`config.mk`:
```
export PLATFORM = sky130hd
export DESIGN_NAME = uart_rx_fifo
export DESIGN_NICKNAME = d
export VERILOG_FILES = /design/src/rtl/uart_rx_fifo.sv
export SDC_FILE = /design/constraint.sdc
export NUM_CORES = 1
export LEC_CHECK = 0
export BUFFER_PORTS_ARGS = -buffer_cell sky130_fd_sc_hd__buf_4
export CORE_ASPECT_RATIO = 0.5
export CORE_MARGIN = 4
export CORE_UTILIZATION = 40
export DETAILED_ROUTE_END_ITERATION = 12
export PLACE_DENSITY_LB_ADDON = 0.3
export SLEW_MARGIN = 20
export SYNTH_ARGS = -nofsm -noshare
export SYNTH_HDL_FRONTEND = slang
export SYNTH_SLANG_ARGS = --single-unit
```
`constraint.sdc`:
```
create_clock -name i_clk -period 2.5 [get_ports i_clk]
set_input_delay 0.375 -clock i_clk [delete_from_list [all_inputs] [get_ports i_clk]]
set_output_delay 0.375 -clock i_clk [all_outputs]
set_load 0.01 [all_outputs]
```
`src/rtl/uart_rx_fifo.sv`:
```
// UART receiver with configurable frame format, 3-sample majority voting, per-word
// parity/frame/break flags and a first-word-fall-through receive FIFO.
module uart_rx_fifo #(
  parameter int unsigned p_CLK_DIV    = 104,
  parameter int unsigned p_WORD_LEN   = 8,
  parameter int unsigned p_PARITY     = 0,
  parameter int unsigned p_STOP_BITS  = 1,
  parameter int unsigned p_FIFO_DEPTH = 4
) (
  input  logic                          i_clk,
  input  logic                          i_rst_n,
  input  logic                          i_rx,
  input  logic                          i_rd,
  output logic [p_WORD_LEN-1:0]         o_data,
  output logic                          o_parity_err,
  output logic                          o_frame_err,
  output logic                          o_break,
  output logic                          o_dv,
  output logic [$clog2(p_FIFO_DEPTH):0] o_count,
  output logic                          o_overflow,
  output logic                          o_busy
);

  localparam int unsigned CntW = $clog2(p_CLK_DIV);
  localparam int unsigned Mid  = p_CLK_DIV / 2;
  localparam int unsigned PtrW = $clog2(p_FIFO_DEPTH);
  localparam int unsigned EntW = p_WORD_LEN + 3;
  localparam bit          HasParity = (p_PARITY != 0);

  localparam logic [3:0]      LastData = 4'(p_WORD_LEN - 1);
  localparam logic [3:0]      LastStop = 4'(p_STOP_BITS - 1);
  localparam logic [CntW-1:0] CntSmp0  = CntW'(Mid - 1);
  localparam logic [CntW-1:0] CntSmp1  = CntW'(Mid);
  localparam logic [CntW-1:0] CntDec   = CntW'(Mid + 1);
  localparam logic [CntW-1:0] CntLast  = CntW'(p_CLK_DIV - 1);
  localparam logic [PtrW:0]   CntFull  = (PtrW + 1)'(p_FIFO_DEPTH);

  typedef enum logic [2:0] {StIdle, StStart, StData, StParity, StStop} state_e;

  state_e state_q, state_d;

  logic            rx_meta_q, rxs_q, armed_q;
  logic [1:0]      vld_q;
  logic [CntW-1:0] cnt_q;
  logic            s0_q, s1_q;
  logic [3:0]      bit_q;
  logic [p_WORD_LEN-1:0] data_q;
  logic            par_bit_q, perr_q, ferr_q;

  logic start_ok, decide, maj, ones_odd, par_mismatch;
  logic frame_done, ferr_final, brk;
  logic [EntW-1:0] entry;

  assign start_ok     = armed_q & ~rxs_q;
  assign decide       = (cnt_q == CntDec);
  assign maj          = (s0_q & s1_q) | (s0_q & rxs_q) | (s1_q & rxs_q);
  assign ones_odd     = (^data_q) ^ maj;
  assign par_mismatch = (p_PARITY == 1) ? ~ones_odd : ones_odd;

  // vld_q marks when rxs_q carries a real line sample; armed_q requires idle-high before a start.
  always_ff @(posedge i_clk or negedge i_rst_n) begin
    if (!i_rst_n) begin
      rx_meta_q <= 1'b1;
      rxs_q     <= 1'b1;
      vld_q     <= 2'b00;
      armed_q   <= 1'b0;
    end else begin
      rx_meta_q <= i_rx;
      rxs_q     <= rx_meta_q;
      vld_q     <= {vld_q[0], 1'b1};
      if (frame_done && ferr_final) armed_q <= 1'b0;
      else if (vld_q[1] && rxs_q)   armed_q <= 1'b1;
    end
  end

  always_ff @(posedge i_clk or negedge i_rst_n) begin
    if (!i_rst_n) state_q <= StIdle;
    else          state_q <= state_d;
  end

  always_comb begin
    state_d = state_q;
    unique case (state_q)
      StIdle:   if (start_ok) state_d = StStart;
      StStart:  if (decide) state_d = maj ? StIdle : StData;
      StData:   if (decide && bit_q == LastData) state_d = HasParity ? StParity : StStop;
      StParity: if (decide) state_d = StStop;
      StStop:   if (decide && bit_q == LastStop) state_d = StIdle;
      default:  state_d = StIdle;
    endcase
  end

  always_comb begin
    o_busy     = (state_q != StIdle);
    frame_done = (state_q == StStop) && decide && (bit_q == LastStop);
    ferr_final = ferr_q | ~maj;
    brk        = (data_q == '0) && !par_bit_q && ferr_final;
    entry      = {brk, ferr_final, perr_q, data_q};
  end

  // After the t0 edge cnt_q holds 1, so cnt_q equals the clock offset within the current bit.
  always_ff @(posedge i_clk or negedge i_rst_n) begin
    if (!i_rst_n) begin
      cnt_q     <= '0;
      s0_q      <= 1'b1;
      s1_q      <= 1'b1;
      bit_q     <= '0;
      data_q    <= '0;
      par_bit_q <= 1'b0;
      perr_q    <= 1'b0;
      ferr_q    <= 1'b0;
    end else if (state_q == StIdle) begin
      cnt_q     <= start_ok ? CntW'(1) : '0;
      bit_q     <= '0;
      data_q    <= '0;
      par_bit_q <= 1'b0;
      perr_q    <= 1'b0;
      ferr_q    <= 1'b0;
    end else begin
      cnt_q <= (cnt_q == CntLast) ? '0 : cnt_q + CntW'(1);
      if (cnt_q == CntSmp0) s0_q <= rxs_q;
      if (cnt_q == CntSmp1) s1_q <= rxs_q;
      if (decide) begin
        case (state_q)
          StData: begin
            data_q <= {maj, data_q[p_WORD_LEN-1:1]};
            bit_q  <= (bit_q == LastData) ? '0 : bit_q + 4'd1;
          end
          StParity: begin
            par_bit_q <= maj;
            perr_q    <= par_mismatch;
          end
          StStop: begin
            ferr_q <= ferr_final;
            bit_q  <= bit_q + 4'd1;
          end
          default: ;
        endcase
      end
    end
  end

  logic [EntW-1:0] mem_q [p_FIFO_DEPTH];
  logic [PtrW-1:0] wptr_q, rptr_q;
  logic [PtrW:0]   count_q;
  logic            overflow_q, full, rd_en, wr_en;
  logic [EntW-1:0] head;

  assign full  = (count_q == CntFull);
  assign rd_en = i_rd & o_dv;
  assign wr_en = frame_done & (~full | rd_en);

  always_ff @(posedge i_clk) begin
    if (wr_en) mem_q[wptr_q] <= entry;
  end

  always_ff @(posedge i_clk or negedge i_rst_n) begin
    if (!i_rst_n) begin
      wptr_q     <= '0;
      rptr_q     <= '0;
      count_q    <= '0;
      overflow_q <= 1'b0;
    end else begin
      if (wr_en) wptr_q <= wptr_q + PtrW'(1);
      if (rd_en) rptr_q <= rptr_q + PtrW'(1);
      case ({wr_en, rd_en})
        2'b10:   count_q <= count_q + (PtrW + 1)'(1);
        2'b01:   count_q <= count_q - (PtrW + 1)'(1);
        default: ;
      endcase
      overflow_q <= frame_done & full & ~rd_en;
    end
  end

  assign head         = mem_q[rptr_q];
  assign o_dv         = (count_q != '0);
  assign o_count      = count_q;
  assign o_overflow   = overflow_q;
  assign o_data       = o_dv ? head[p_WORD_LEN-1:0] : '0;
  assign o_parity_err = o_dv & head[p_WORD_LEN];
  assign o_frame_err  = o_dv & head[p_WORD_LEN+1];
  assign o_break      = o_dv & head[p_WORD_LEN+2];

endmodule

```
# == Yosys cells after proc, flatten, opt, wreduce, memory -nomap -nowiden ==
# Memories as Yosys holds them, arrays and structs flattened.
# Cells that the tools add are included.
# word_totals
register_bits,40
memories,1
in_bits,4
mem_bits_rw,44
out_inout_bits,17
word_cells,123
# classes
mux,32
bitwise,21
reduce_logical,29
addsub,6
n_eq_ne,17
# memory_table
name,depth,word_bits,rd,rd_clocked_by_memory_dff,write_ports,line_no,rtl
mem_q,4,11,1,0,1,143,logic [EntW-1:0] mem_q [p_FIFO_DEPTH];
# ops
cell,count
$mux W8,4
$eq A7 B6 Y1 const B,3
$mux W3,5
$pmux W3 S5,1
$mux W1,14
$mux W7,2
$mux W4,3
$reduce_and A2 Y1,6
$reduce_bool A2 Y1,6
$and A1 B1 Y1,11
$ne A2 B2 Y1 const B,5
$reduce_bool A3 Y1,3
$logic_and A1 B1 Y1,8
$logic_not A8 Y1,1
$pmux W4 S2,1
$reduce_xor A8 Y1,1
$add A7 B1 Y7 const B,1
$eq A7 B7 Y1 const B,1
$eq A3 B2 Y1 const B,2
$eq A3 B3 Y1 const B,2
$pmux W3 S2,1
$not A1 Y1,5
$reduce_and A5 Y1,1
$add A2 B1 Y2 const B,2
other kinds (13),16

# == Depth between registers and ports, before layout ==
# Gate-level depths: netlist (run 1).
# logic_depth
depth_word,8
depth_mapped,10
ltp_nobuf,9

# == Worst setup path before layout (run 1) ==
# Ideal clock, no wire load.
# synth_path
path_type,register -> register
startpoint,register bit_q[0]
endpoint,register count_q[1] (netlist: o_count[1])
n_path_buf,1
t_required_ns,2.435
arrival_time_ns,2.110
stages_incl_launch_ff,11
setup_ns,0.065
slack_ns,0.325
path_cell_list,dfrtp_1 > inv_1 > ha_1 > and4bb_2 > and4_1 > buf_2 > nor2_1 > fa_1 > o21ai_0 > a211oi_1 > o22a_1
# synth_via
elab_chain_len,5
word_cells_on_any_way,7
# synth_lines
element,line_no,rtl
"start, declared",46,logic [3:0] bit_q;
"start signal, assigned",127,bit_q <= (bit_q == LastData) ? '0 : bit_q + 4'd1;
"start signal, assigned",135,bit_q <= bit_q + 4'd1;
$logic_not A4 Y1 (*),95,frame_done = (state_q == StStop) && decide && (bit_q == LastStop);
$logic_and A1 B1 Y1 (*),95,
$and A1 B1 Y1 (*),151,assign wr_en = frame_done & (~full | rd_en);
$eq A2 B1 Y1 / $eq A2 B2 Y1 (equally long branches),166,"case ({wr_en, rd_en})"
$pmux W3 S2 / $reduce_bool A2 Y1 (equally long branches),--,
"end signal, assigned",167,2'b10: count_q <= count_q + (PtrW + 1)'(1);
"end signal, assigned",168,2'b01: count_q <= count_q - (PtrW + 1)'(1);
"end, declared",145,logic [PtrW:0] count_q;
# Mark *: on every way between the ends. The rest lies on a longest branch, timed or not.
# A chain may end at the register's enable or synchronous reset.

# == Final worst setup path (run 1) ==
# Same ends and word-level chain as after synthesis.

==> results by group, run 1 <==
Floorplan
  • Core footprint: between 9000 and 10000 um^2
  • Die height: 77.69 um
  • Die area: 11450 um^2
  • Die W: 147.4 um
  • Core Rows: 25
  • # IOs: 21
  • Initial Util: 41.13%

Timing
  • Worst-margin pin slew: 0.5557 ns
  • Min Hold Slack: slightly above 0.0007 ns
  • F_max: approximately 0.45 GHz
  • Fin. Hold Viols: 0
  • Fin crit share: 89.17%
  • Final number of setup-violating endpoints: 0
  • Period minus WS final: 2.229 ns
  • Unrepaired setup endpoints after global routing: false
  • Slew Limit Headroom: 62.56%
  • Layout Skew: 0.004526 ns
  • Fin. max-slew vios: 0
  • Setup TNS: 0 ns

Synth
  • Register bit total from synthesis: between 80 and 90
  • Cells after Synth: 300
  • Avg Cell Area, Syn: 12.95 um^2
  • Asr flop ratio synth: between 40% and 50%
  • Post-synth EDFFs: 44
  • Seq/Total Area, Yosys: 59.90%
  • Mapped Area: 3885 um^2
  • Post-synthesis compound-gate area fraction: 7.923%
  • Net Count, Synth: 318
  • Xor and xnor area share after synthesis: 3.382%
  • Largest family of logic cells by synthesized area: simple AND/OR/NAND/NOR gates
  • Ys flop type: edfxtp_1
  • Post-synthesis simple-gate area fraction: 12.95%
  • Yosys warning total: 0
  • Adder-cell share of the synthesized area: roughly 5.2%
  • Synth cell types: 54
  • Post-synthesis mux area share: under 10%

Worst setup path
  • CP bufs+invs: 1
  • CP top delay family: adder cells
  • Worst-path cell chain: inv_1 > ha_1 > and4bb_2 > and4_1 > nor2_1 > fa_1 > o21ai_0 > a211oi_2 > o22a_1
  • CP max FO: 4
  • R2R cell count: 9
  • Crit Reg-Reg Startpoint: bit_q[0]
  • Flop-to-flop setup slack: 0.27 ns
  • Reg2reg end: o_count[1]
  • CP arrival: 2.51 ns
  • Slowest stage delay, CP: 0.52 ns
  • Slowest library cell on the worst path: fa_1
  • CP required: 2.78 ns
  • Crit start category: register
  • CP endpoint kind: register
  • WS Path Type: reg2reg

Clock network
  • Max Buffers Root-to-Sink: 2
  • Clock slew at reported path FFs: 0.06 ns
  • Post-CTS setup buffer count: 0
  • Root Driver: clkbuf_16
  • Total clock sinks: 84
  • CTS tree: built
  • Worst-Skew Late Latency: ~0.34 ns
  • CTS buffer count: 9
  • Htree depth: 3

Pwr
  • PD cells: 892.5 nW/um^2
  • Pleak: 1.743 nW
  • Worst vdd ir: slightly below 0.4 mV

GRT
  • Vias in the first global route: 2454
  • Pin count of the biggest net entering global routing: 41
  • Gr ovfl total: 0
  • First-pass GRT wire length: ~12000 um
  • Total track usage: between 10 and 15%
  • Initial antenna violation count: 0

Placed design
  • GPL Wtd Cong: 0.8565
  • Port-buffer cells: 20
  • DP HPWL: around 5000 um

Hold path
  • Hold Path Class: in2async

Detailed routing
  • DR iter-0 viols: ~120
  • Avg WL per Cell: 15.50 um
  • DRC: 0
  • DR pass1 iterations: 4
  • Final wirelength: 7223 um
  • Post-DR vias/cell: 5.170
  • Final antenna-violating net count: 0
  • Vias: 2409

Finish
  • Layout cells sized above 1: a little over a fifth
  • Area added between synthesis and finish: 16.26%
  • # nets final: around 340
  • Post-route core utilization: 47.81%
  • Ant diodes: 0
  • Filler cells: 836

Status
  • Status: completed

Run
  • Number of max-cap violations: 0
## registers in the layout, indices dropped and copies added, names as in the netlist
register	cells
o_count	3
o_overflow	1
state_q	3
bit_q	4
s0_q	1
par_bit_q	1
data_q	8
vld_q	2
rptr_q	2
s1_q	1
cnt_q	7
wptr_q	2
rx_meta_q	1
armed_q	1
rxs_q	1
ferr_q	1
perr_q	1
mem_q	44
## area by class of cell
cell class                      count  area, um^2  area share, %
Tap cell                          135       168.9          3.740
Clock inverter                      6       72.57          1.607
Timing Repair Buffer               31       232.7          5.152
Multi-Input combinational cell    181        1415          31.33
Clock buffer                       10       229.0          5.069
Inverter                           19       71.32          1.579
Sequential cell                    84        2327          51.52
## synthesized netlist by cell type, types with 4 or more instances
master | n | area share (%)
nor2_1 | 20 | 1.9
dfstp_2 | 4 | 2.7
nand3_1 | 9 | 1.2
mux4_2 | 11 | 6.4
and3_1 | 5 | 0.81
dfrtp_1 | 36 | 23
and2_1 | 18 | 2.9
a21oi_1 | 7 | 0.90
xor2_1 | 4 | 0.90
o21ai_0 | 12 | 1.5
buf_2 | 5 | 0.64
inv_1 | 19 | 1.8
xnor2_1 | 11 | 2.5
clkbuf_1 | 8 | 0.77
edfxtp_1 | 44 | 34
ha_1 | 13 | 4.2
nand2_1 | 10 | 0.97
a22oi_1 | 7 | 1.4
o22ai_1 | 7 | 1.1
## placed cells by master (no fill, tap or decap), types with 3 or more instances in the layout
cell type    n
buf_4       31
dfstp_2      4
clkbuf_16    9
a22oi_1      7
a21oi_1      7
edfxtp_1    44
and2_1      17
nor2_1      20
or3_1        3
nand4_1      3
ha_1        13
nand2_1     10
nor4_1       3
inv_1       19
nand3_1      9
dfrtp_1     36
xnor2_1     11
clkinvlp_4   3
a32oi_1      3
mux4_2      11
xor2_1       4
o22ai_1      7
and3_1       5
o21ai_0     12
## repair_timing
action | 4_1_cts | 5_1_grt
endpoints found under the setup margin | 0 | 12
hold endpoints to repair | 0 | 0
gates resized for setup | 0 | 2
hold buffers | 0 | 0
## worst max path at each step
stage,to,slack (ns),cells past startpoint,start
2_1_floorplan,o_count[1],0.33,10,bit_q[0]
3_3_place_gp,mem_q[2][2],0.34,6,cnt_q[1]
3_5_place_dp,mem_q[2][1],0.26,6,cnt_q[1]
4_1_cts,o_count[1],0.25,9,bit_q[0]
5_1_grt,o_count[1],0.07,9,bit_q[1]
6_report,o_count[1],0.27,9,bit_q[0]
## power breakdown
part / switching, mW / total [mW] / internal (mW)
Sequential: 0.165 / 1.71 / 1.54
Clock: 0.541 / 1.32 / 0.782
Combinational: 0.461 / 1.00 / 0.542
## metal layers
metal,wire (um),global-route usage [%],up-vias
met4,104,5.019,0
li1,-,-,1143
met1,3181,17.13,1192
met5,0,0,-
met3,373,4.026,9
met2,3564,23.12,65
## kinds of logic after synthesis
group,after synthesis
AO/OA/AOI/OAI,48
flip-flops,84
XOR/XNOR,15
adder cells (fa/ha/maj),16
AND/OR/NAND/NOR,89
multiplexers,12
other,1
buffers and inverters,35
## metrics by stage
stage,power (mW),worst slack (ns),cell area (um^2),std cells
global placement,2.718,0.3442,4209,450
global route,4.271,0.06662,4517,466
CTS,4.076,0.2530,4511,466
finish,4.031,0.2709,4517,466
detailed placement,2.746,0.2574,4209,450
floorplan,2.369,0.3251,3885,300
(Power assumes the default switching activity.)
==> run 2: changes to the inputs <==
Settings changed: ABC_AREA from default to 1.
==> run 2 against run 1 <==
Compared with the run above: clock-buffer cell count grew 1; non-clock buffer count shrank 3; first-iteration DRC count grew 16%; power grew 17%; global-route usage grew 0.060 points; design area shrank 0.83%; largest power group is now combinational cells; setup slack gained 0.041 ns; sequential cell count is the same; die area shrank 1.0%; critical endpoint is now o_count[2]; via count grew 6.3%.
==> results by group, run 2 <==
Detailed routing
  • Vias: 2560 (+6.3%)
  • Final wirelength: 7184 um (-0.54%)
  • Avg WL per Cell: 13.16 um (-15%)
  • Final antenna-violating net count: 0 (unchanged)
  • Post-DR vias/cell: 4.689 (-9.3%)
  • DR iter-0 viols: 141 (+16%)
  • DR pass1 iterations: 4 (unchanged)
  • DRC: 0 (unchanged)

Pwr
  • Clk network pwr share: 27.5% (-5.3 points)
  • PD cells: 1054 nW/um^2 (+18%)
  • Psw: 1.697 mW (+45%)
  • Worst vdd ir: 0.3890 mV (-0.46%)
  • Switch share: 35.93% (+7.0 points)
  • Combinational group share of total power: 36.5% (+12 points)
  • P_int: 3.026 mW (+5.7%)
  • Pleak: 1.923 nW (+10%)
  • Reg power frac: 36.0% (-6.3 points)

Finish
  • Ant diodes: 0 (unchanged)
  • Top reg by flops: mem_q
  • Area added between synthesis and finish: 16.57%
  • Number of flip-flops in the largest register: 44 (unchanged)
  • Final instance area: 4479 um^2 (-0.83%)
  • Layout cells sized above 1: 16.59% (-4.3 points)
  • Regs by FF count: mem_q x44, data_q x8, cnt_q x7
  • # nets final: 429 (+25%)
  • Most common cell after layout, fill and taps aside: nor2_1
  • Commonest cells after routing, fill and taps aside: 69 x nor2_1, 48 x inv_1, 44 x edfxtp_1

Clock network
  • Post-CTS setup buffer count: 0 (unchanged)
  • CTS tree: built
  • Worst-Skew Late Latency: 0.34 ns (about the same)
  • Root Driver: clkbuf_16
  • CTS buffer count: 9 (unchanged)
  • # resized after CTS: 0 (unchanged)
  • Htree depth: 3 (unchanged)
  • Max Buffers Root-to-Sink: 2 (unchanged)
  • Clock slew at reported path FFs: 0.06 ns (about the same)
  • Total clock sinks: 84 (unchanged)
  • # hold bufs at CTS: 0 (unchanged)

GRT
  • Total track usage: 13.84% (+0.060 points)
  • Gr ovfl total: 0 (unchanged)
  • Vias in the first global route: 2469 (+0.61%)
  • Initial antenna violation count: 0 (unchanged)
  • First-pass GRT wire length: 12250 um (-0.45%)
  • Pin count of the biggest net entering global routing: 41 (unchanged)

Floorplan
  • Die W: 146.6 um (-0.52%)
  • Die area: 11330 um^2 (-1.0%)
  • Core Rows: 24 (-4.0%)
  • Initial Util: 42.51% (+1.4 points)
  • # IOs: 21 (unchanged)
  • Core footprint: 9039 um^2 (-4.3%)
  • Die height: 77.31 um (-0.49%)

Worst setup path
  • R2R cell count: 13 (+4)
  • Crit start category: register
  • Reg2reg end: o_count[2]
  • CP arrival: 2.42 ns (-0.09 ns)
  • CP max FO: 4 (unchanged)
  • Flop-to-flop setup slack: 0.31 ns (+0.04 ns)
  • Crit Reg-Reg Startpoint: bit_q[0]
  • WS Path Type: reg2reg
  • CP required: 2.73 ns (-0.05 ns)
  • CP endpoint kind: register

Timing
  • Layout Skew: 0.005611 ns (+0.001085 ns)
  • Fin. max-slew vios: 0 (unchanged)
  • Unrepaired setup endpoints after global routing: false
  • Fin crit share: 87.53% (-1.6 points)
  • Slew Limit Headroom: 59.54% (-3.0 points)
  • Setup TNS: 0 ns (unchanged)
  • F_max: 0.4570 GHz (+1.9%)
  • Fin. Hold Viols: 0 (unchanged)
  • Final number of setup-violating endpoints: 0 (unchanged)
  • Worst-margin pin slew: 0.6063 ns (+0.05053 ns)
  • Period minus WS final: 2.188 ns (-0.04094 ns)

Synth
  • Yosys warning total: 0 (unchanged)
  • Top-count cell post-synth: nor2_1
  • Top post-synthesis cells by area: edfxtp_1 34%, dfrtp_1 23%, nor2_1 6.7%
  • Seq/Total Area, Yosys: 60.57% (+0.66 points)
  • Commonest cells post-synth: 69 x nor2_1, 48 x inv_1, 44 x edfxtp_1
  • Mapped Area: 3842 um^2 (-1.1%)
  • Synth top area share: 34.39% (+0.38 points)
  • Post-synth top area cell: edfxtp_1
  • Avg Cell Area, Syn: 10.11 um^2 (-22%)
  • Ys flop type: edfxtp_1
  • Net Count, Synth: 398 (+25%)
  • Synth cell types: 35 (-35%)
  • Cells after Synth: 380 (+27%)
  • Asr flop ratio synth: 47.62% (unchanged)
  • Post-synth EDFFs: 44 (unchanged)
  • Register bit total from synthesis: 84 (unchanged)

Placed design
  • DP HPWL: 4767 um (-5.1%)
  • GPL Wtd Cong: 0.7455 (-13%)
  • Port-buffer cells: 20 (unchanged)
  • Placement-stage cell area: 4184 um^2 (-0.59%)

Run
  • Number of max-cap violations: 0 (unchanged)

Status
  • Status: completed

Hold path
  • Hold Path Class: in2async
==> run 2: cell count changes in the layout (fill, tap and decap cells not counted), sizes merged, moves of 5 or more <==
cell and delta:
nand3 +6, mux4 -11, and2 -18, and3 -5
nand2 +34, nor2 +53, a21oi +11, a22oi -6
inv +34, xnor2 -8, o21ai +27
==> run 2: worst max-delay path, stage by stage, from the launching register on <==
cell	delay, ns
dfrtp_1	0.41
inv_1	0.09
ha_1	0.14
inv_1	0.04
nor2_1	0.28
nand3_2	0.17
nand2_2	0.11
inv_1	0.07
fa_1	0.38
inv_1	0.09
o21bai_1	0.12
nand3_1	0.08
nand2_1	0.06
inv_1	0.03
==> run 2: power groups by stage <==
stage	Sequential [mW]	Clock (mW)	Combinational, mW
floorplan	1.72	0	1.13
global placement	1.72	0	1.72
detailed placement	1.73	0	1.74
CTS	1.70	1.32	1.76
global route	1.73	1.39	1.97
finish	1.70	1.30	1.72
==> run 2: worst max path at each step <==
stage | to | startpoint | cells after the start
2_1_floorplan | o_count[2] | cnt_q[1] | 13
6_report | o_count[2] | bit_q[0] | 13
4_1_cts | o_count[2] | bit_q[0] | 13
3_5_place_dp | o_count[2] | bit_q[0] | 13
5_1_grt | o_count[2] | bit_q[0] | 13
3_3_place_gp | o_count[2] | cnt_q[1] | 13
==> run 2: cell families after synthesis <==
kind of cell | share of synthesized area, %
other | 0.09759
adder cells (fa/ha/maj) | 4.754
flip-flops | 60.57
AND/OR/NAND/NOR | 16.70
XOR/XNOR | 2.052
AO/OA/AOI/OAI | 9.736
buffers and inverters | 6.089
==> run 2: metrics by stage <==
| stage | cells | power, mW | setup slack (ns) | hold WS [ns] | utilization (%) |
|---|---|---|---|---|---|
| 2_1_floorplan | 380 | 2.851 | 0.4991 | 0.07941 | - |
| 3_3_place_gp | 530 | 3.436 | 0.4323 | 0.3354 | 46.29 |
| 3_5_place_dp | 530 | 3.469 | 0.3334 | 0.3355 | 46.29 |
| 4_1_cts | 546 | 4.782 | 0.2970 | 0.02871 | 49.56 |
| 5_1_grt | 546 | 5.088 | 0.08563 | 0.05941 | 49.56 |
| 6_report | 546 | 4.723 | 0.3118 | 0.002492 | 49.56 |
==> run 2: cell type report <==
cell class,count,area [um^2]
fillers,826,4559
clock inverters,5,62.56
repair buffers,28,210.2
multi-input cells,234,1281
well taps,130,162.7
clock buffers,11,232.7
inverters,54,202.7
flip-flops and latches,84,2327
==> run 2: routing by layer <==
metal,track usage (%),vias to the layer above,wire [um]
met1,18.05,1205,3434
met4,5.629,0,109
met3,3.887,10,242
met2,22.03,34,3398
li1,-,1311,-
met5,0,-,0
